--- src/rtl/alu_pkg.sv ---
// Shared ALU opcodes and default datapath width.
package alu_pkg;

  localparam int WIDTH_DEF = 8;

  typedef enum logic [2:0] {
    OP_PASS = 3'b000,
    OP_ADD  = 3'b001,
    OP_SUB  = 3'b010,
    OP_MUL  = 3'b011,
    OP_DIV  = 3'b100,
    OP_MOD  = 3'b101,
    OP_AND  = 3'b110,
    OP_OR   = 3'b111
  } op_e;

endpackage

--- src/rtl/alu_core.sv ---
// Combinational ALU datapath: result and divide-by-zero flag.
module alu_core
  import alu_pkg::*;
#(
  parameter int WIDTH = WIDTH_DEF
) (
  input  logic [2:0]       ctrl,
  input  logic [WIDTH-1:0] a,
  input  logic [WIDTH-1:0] b,
  output logic [WIDTH-1:0] res,
  output logic             dz
);

  logic bzero;
  op_e  op;

  assign bzero = (b == '0);
  assign op    = op_e'(ctrl);

  // Divide by zero yields all ones for DIV and A for MOD.
  always_comb begin
    res = '0;
    dz  = 1'b0;
    unique case (op)
      OP_PASS: res = a;
      OP_ADD:  res = a + b;
      OP_SUB:  res = a - b;
      OP_MUL:  res = a * b;
      OP_DIV: begin
        dz  = bzero;
        res = bzero ? '1 : a / b;
      end
      OP_MOD: begin
        dz  = bzero;
        res = bzero ? a : a % b;
      end
      OP_AND:  res = a & b;
      OP_OR:   res = a | b;
      default: res = '0;
    endcase
  end

endmodule

--- src/rtl/alu_top.sv ---
// Registered single-cycle ALU wrapper around alu_core.
module alu_top
  import alu_pkg::*;
#(
  parameter int WIDTH = WIDTH_DEF
) (
  input  logic             clk_i,
  input  logic             rst_i,
  input  logic [2:0]       ctrl_i,
  input  logic [WIDTH-1:0] data0_i,
  input  logic [WIDTH-1:0] data1_i,
  output logic [WIDTH-1:0] result_o,
  output logic             div0_o
);

  logic [WIDTH-1:0] res;
  logic             dz;

  alu_core #(.WIDTH(WIDTH)) u_core (
    .ctrl (ctrl_i),
    .a    (data0_i),
    .b    (data1_i),
    .res  (res),
    .dz   (dz)
  );

  always_ff @(posedge clk_i) begin
    if (rst_i) begin
      result_o <= '0;
      div0_o   <= 1'b0;
    end else begin
      result_o <= res;
      div0_o   <= dz;
    end
  end

endmodule

--- config.mk ---
export PLATFORM = sky130hd
export DESIGN_NAME = alu_top
export DESIGN_NICKNAME = d
export VERILOG_FILES = /design/src/rtl/alu_pkg.sv /design/src/rtl/alu_core.sv /design/src/rtl/alu_top.sv
export SDC_FILE = /design/constraint.sdc
export NUM_CORES = 1
export LEC_CHECK = 0
export ABC_AREA = 1
export BUFFER_PORTS_ARGS = -buffer_cell sky130_fd_sc_hd__buf_4
export CORE_MARGIN = 2
export CORE_UTILIZATION = 64
export DETAILED_ROUTE_END_ITERATION = 8
export PLACE_DENSITY = 0.81
export SYNTH_ARGS = -nofsm -noshare
export SYNTH_HDL_FRONTEND = slang
export SYNTH_SLANG_ARGS = --single-unit
--- constraint.sdc ---
create_clock -name clk_i -period 11.6 [get_ports clk_i]
set_clock_uncertainty 0.2 [all_clocks]
set_input_delay 0.58 -clock clk_i [delete_from_list [all_inputs] [get_ports clk_i]]
set_output_delay 0.58 -clock clk_i [all_outputs]
set_load 0.1 [all_outputs]
== Yosys cells after proc, flatten, opt, wreduce, memory -nomap -nowiden ==
Cells that the tools add are included.

* Add/sub/neg operators: 2
* Multiply operators: 1
* Divide/modulo/power cells: 2
* Equality and inequality tests: 7
* Mux-type cells: 3
* Bitwise operators: 3
* Reduce and logical (&&, ||, !) cells: 4

{| class="wikitable"
|+ Operators with widths
! cell !! count
|-
| $pmux 8 s8 || 1
|-
| $mux 8 || 2
|-
| $eq 3x3->1 const B || 4
|-
| $add 8x8->8 || 1
|-
| $and 8x8->8 || 1
|-
| $div 8x8->8 || 1
|-
| $logic_not 8->1 || 1
|-
| $mod 8x8->8 || 1
|-
| $mul 8x8->8 || 1
|-
| $or 8x8->8 || 1
|-
| $sub 8x8->8 || 1
|-
| $eq 3x2->1 const B || 2
|-
| $reduce_or 2->1 || 2
|-
| $eq 3x1->1 const B || 1
|-
| $logic_not 3->1 || 1
|-
| $not 1->1 || 1
|}

* Register bits after elaboration: 9
* Bits of input ports: 21
* Output and inout port bits: 9
* Word-level logic and storage cells: 24

== Longest topological paths before layout ==
* Depth after elaboration: 4
* Gate-level depth with buffers: 75
* Gate-level depth less buffers: 75

== By module ==
From an unflattened synthesis, not the netlist that was laid out.

* Cells, all modules: 672
* Area total of the unflattened synthesis: 4,201.5 um2

{| class="wikitable"
|+ Modules (own cells, without submodules)
! module !! times used !! cells an instance !! area an instance (um2) !! seq. area each (um2)
|-
| alu_core || 1 || 644 || 3,942.5 || 0.0
|-
| alu_top || 1 || 28 || 259.0 || 180.2
|}

== Least setup slack after synthesis ==
Ideal clock, no wire load.

* Path kind: in2reg
* Start: input data1_i[0]
* End: register result_o[0]
* Setup time: 134 ps
* Data arrival time: 8,831 ps
* Data required time: 11,266 ps
* Setup slack: 2,435 ps
* Stages on the path: 65
* Buffers on the path: 0
* Path through: inv_1 ha_1 o21ai_0 inv_1 nand3_2 nand2_1 ha_1 o21ai_0 nand2_1 nand2_4 nand2_1 o21ai_2 ha_1 o21ai_1 nand2_1 nand2_1 nand2_1 nand2_2 [... 29 more ...] nand2_1 ha_1 a21o_1 a21oi_1 inv_1 nand2_1 nand3_2 nand2_1 o21ai_1 fa_1 a21oi_1 o21bai_1 nand2_1 o2111ai_1 nor2_2 nor2_1 a2111oi_0 a21oi_1

* Longest elaborated chain between the ends: 3
* Elaborated cells between the ends (all ways): 11
* Classes of those cells: add/sub (2); mul (1); div (2); mux (3); bitwise (2); reduce/logical (1)

{| class="wikitable"
|+ Ends and longest elaborated chain
! element !! RTL line !! text
|-
| start, declared || alu_top.sv:11 || <nowiki>input logic [WIDTH-1:0] data1_i,</nowiki>
|-
| $mod 8x8->8 (tied with other cells) || alu_core.sv:35 || <nowiki>res = bzero ? a : a % b;</nowiki>
|-
| $mux 8, on equally long branches || alu_core.sv:35, alu_core.sv:31 ||
|-
| $pmux 8 s8 * || alu_core.sv:24 || <nowiki>unique case (op)</nowiki>
|-
| end signal, assigned || alu_top.sv:32 || <nowiki>result_o <= res;</nowiki>
|-
| end, declared || alu_top.sv:12 || <nowiki>output logic [WIDTH-1:0] result_o,</nowiki>
|}

Every way passes the cells marked *; elsewhere a longest branch is shown, timed or not.
A chain may end at the register's enable or synchronous reset.

== Worst setup path in the final report ==
Ends and elaborated chain as after synthesis.

==> run_results.csv <==
group,metric,value,unit
timing,drv_slew,0,
yosys,ys_seq_elements,9,
global_route,first_global_vias,4230,
critical_path,arrival,10370,ps
outcome,status,"finished clean",
critical_path,required,11490,ps
yosys,syn_nets,763,
yosys,netlist_instances,663,
global_route,grt_util_all_layers,0.329,
clocking,numCtsBuffers,3,
timing,layout_setup_ws,1120,ps
yosys,synth_top_area_cell,"ha_1",
floorplan,die_h,85.3,um
cells_and_area,multiInputGateArea,0.00345,mm2
run,cap_viol_max_count,0,
timing,slew-limit-headroom,0.418,
cells_and_area,drive_gt1_frac,0.132,
timing,tns,0,ps
global_route,overflow,0,
routing,drt_first_pass_iters,5,
critical_path,end_kind,"flip-flop",
yosys,synthArstFlopShare,0,
timing,rsz0062_at_grt,"no",
global_route,grt_pass1_wl,19700,um
pwr,ir_drop,0.150,mV
timing,worst_pin_slew,866,ps
critical_path,cpPeakStageDelay,460,ps
cells_and_area,final_cell_mix,"nand2_1, inv_1, ha_1",
pwr,total_power,0.419,mW
clocking,clkSinkCount,9,
floorplan,start_util,0.662,
clocking,cts_hold_buf,0,
hold_path,holdPathStages,2,
floorplan,die_w,85.3,um
routing,final_antenna_net_count,0,
cells_and_area,diodes,0,
floorplan,io_pins,30,
routing,detail_route.iter0.violations,223,
placement,place_ws,1010,ps
floorplan,coreArea,0.00639,mm2
hold_path,min_from,"rst_i",
critical_path,startpoint,"data1_i[0]",
clocking,root_buffer,"clkbuf_8",
critical_path,crit_fanout,12,
yosys,synthesis.area,0.00423,mm2
critical_path,crit_top_cell,"nand2_1",
critical_path,cp-start-kind,"input pin",
yosys,yosysSeqAreaShare,0.0426,
critical_path,worstSetupPathType,"input pin to flip-flop",
yosys,synth_edf_count,0,
global_route,antenna_found_initial,0,
clocking,cts_max_level,1,
clocking,cts_tree,"done",
hold_path,hold_path.class,"input pin to flip-flop",
pwr,p_per_area,93.1,mW/mm2
placement,place_congestion,0.988,
clocking,clockBufferDepth,2,
routing,drt-wirelength-per-cell,15.4,um
clocking,post_cts_buffers,0,
hold_path,holdPathEnd,"div0_o",
timing,setup_viol,0,
floorplan,die_area,0.00727,mm2
cells_and_area,fin_nets,781,
yosys,yosysTopAreaCellShare,0.192,
timing,hold_viol,0,
yosys,postSynthAreaPerCell,6.38,um2
cells_and_area,regArea,180,um2
floorplan,rows,29,
routing,wl,11600,um
yosys,ys_warn_count,0,
routing,vias,4290,
routing,vias_per_cell,5.67,
pwr,power.leakage,2.65,nW
timing,clock.fmax,0.0954,GHz
placement,dp_hpwl,9550,um
cells_and_area,fillers,584,
yosys,synth_top_cells_by_area,"ha_1, nand2_1, inv_1",
timing,period_minus_slack,10480,ps
timing,fin_crit_sh,0.904,
yosys,synth_ff_type,"dfxtp_1",
placement,io_buffers,29,
global_route,grt_max_degree,14,
yosys,synth_cell_types,50,
routing,drc,0,
critical_path,slowest_stage,"fa_1",
clocking,path_clk_slew,50,ps
clocking,cts-resized-gates,0,
cells_and_area,synthToLayoutAreaGrowth,6.48,%
cells_and_area,layout.cells.most_common,"nand2_1",
## report_power, final
part,internal (mW),switching (mW),total (mW)
clock network,0.0240,0.0126,0.0365
logic,0.120,0.226,0.346
registers,0.0351,0.00105,0.0361
## per-stage QoR
step                instance area, um2  instances  utilization  hold slack, ps
CTS                               4500        757        0.704             313
floorplan                         4230        663            -             456
global placement                  4450        753        0.697             558
global route                      4500        757        0.705             317
finish                            4500        757        0.705             316
detailed placement                4450        753        0.697             558
## flip-flops by register name, indices dropped and copies added (netlist names)
signal and cells:
div0_o 1, result_o 8
## worst max-delay path, delay by kind of cell
family                     cells  cell delay [ps]
AOI/OAI and AO/OA             14             2480
adders and majority gates      8             2630
buffers and inverters         10             1120
and+or+nand+nor               35             3530
## cells in the mapped netlist, types with 2 or more instances
master,n
a2111oi_0,2
a21o_1,3
a21oi_1,44
a21oi_2,2
a22oi_1,2
and2_1,4
buf_2,5
buf_4,2
buf_6,2
clkbuf_1,6
dfxtp_1,9
fa_1,14
ha_1,65
inv_1,128
inv_2,6
nand2_1,147
nand2_2,10
nand2_4,2
nand3_1,28
nand3_2,16
nand4_1,5
nor2_1,28
nor2_2,2
nor2_4,3
nor2_8,2
nor3_1,11
nor4_2,2
o2111ai_1,4
o211ai_1,2
o21ai_0,36
o21ai_1,4
o21ai_2,4
o21bai_1,5
o221ai_1,2
o31ai_1,2
or2_1,3
or2_2,5
xnor2_1,7
xor2_1,28
## layout make-up
| class | instances | share of cell area |
|---|---|---|
| flip-flops and latches | 9 | 0.0400 |
| repair buffers | 29 | 0.0483 |
| clock buffers | 4 | 0.0100 |
| multi-input cells | 503 | 0.767 |
| well taps | 77 | 0.0214 |
| inverters | 135 | 0.113 |
## metal layers
layer,GRT usage,part of all wire,vias to the layer above
met5,0,0,-
li1,-,-,2166
met2,0.567,0.45,154
met3,0.0263,0.068,25
met4,0.0823,0.027,0
met1,0.443,0.45,1945
## how the worst max path moves through the flow
| stage | to | slack, ps | cells after the start |
|---|---|---|---|
| 2_1_floorplan | result_o[0] | 2440 | 65 |
| 3_3_place_gp | result_o[0] | 1700 | 66 |
| 3_5_place_dp | result_o[0] | 1010 | 67 |
| 4_1_cts | result_o[0] | 1190 | 67 |
| 5_1_grt | result_o[0] | 60 | 68 |
| 6_report | result_o[0] | 1120 | 67 |
## cells by family (layout without fill, tap and decap cells)
group                    Yosys count  in the layout  share of synthesized area
AND/OR/NAND/NOR                  274            274                      0.326
buffers and inverters            151            168                      0.142
AO/OA/AOI/OAI                    115            115                      0.159
adder cells (fa/ha/maj)           79             79                      0.259
XOR/XNOR                          35             35                     0.0725
flip-flops                         9              9                     0.0426
No activity file was read; power rests on OpenSTA's default activity.
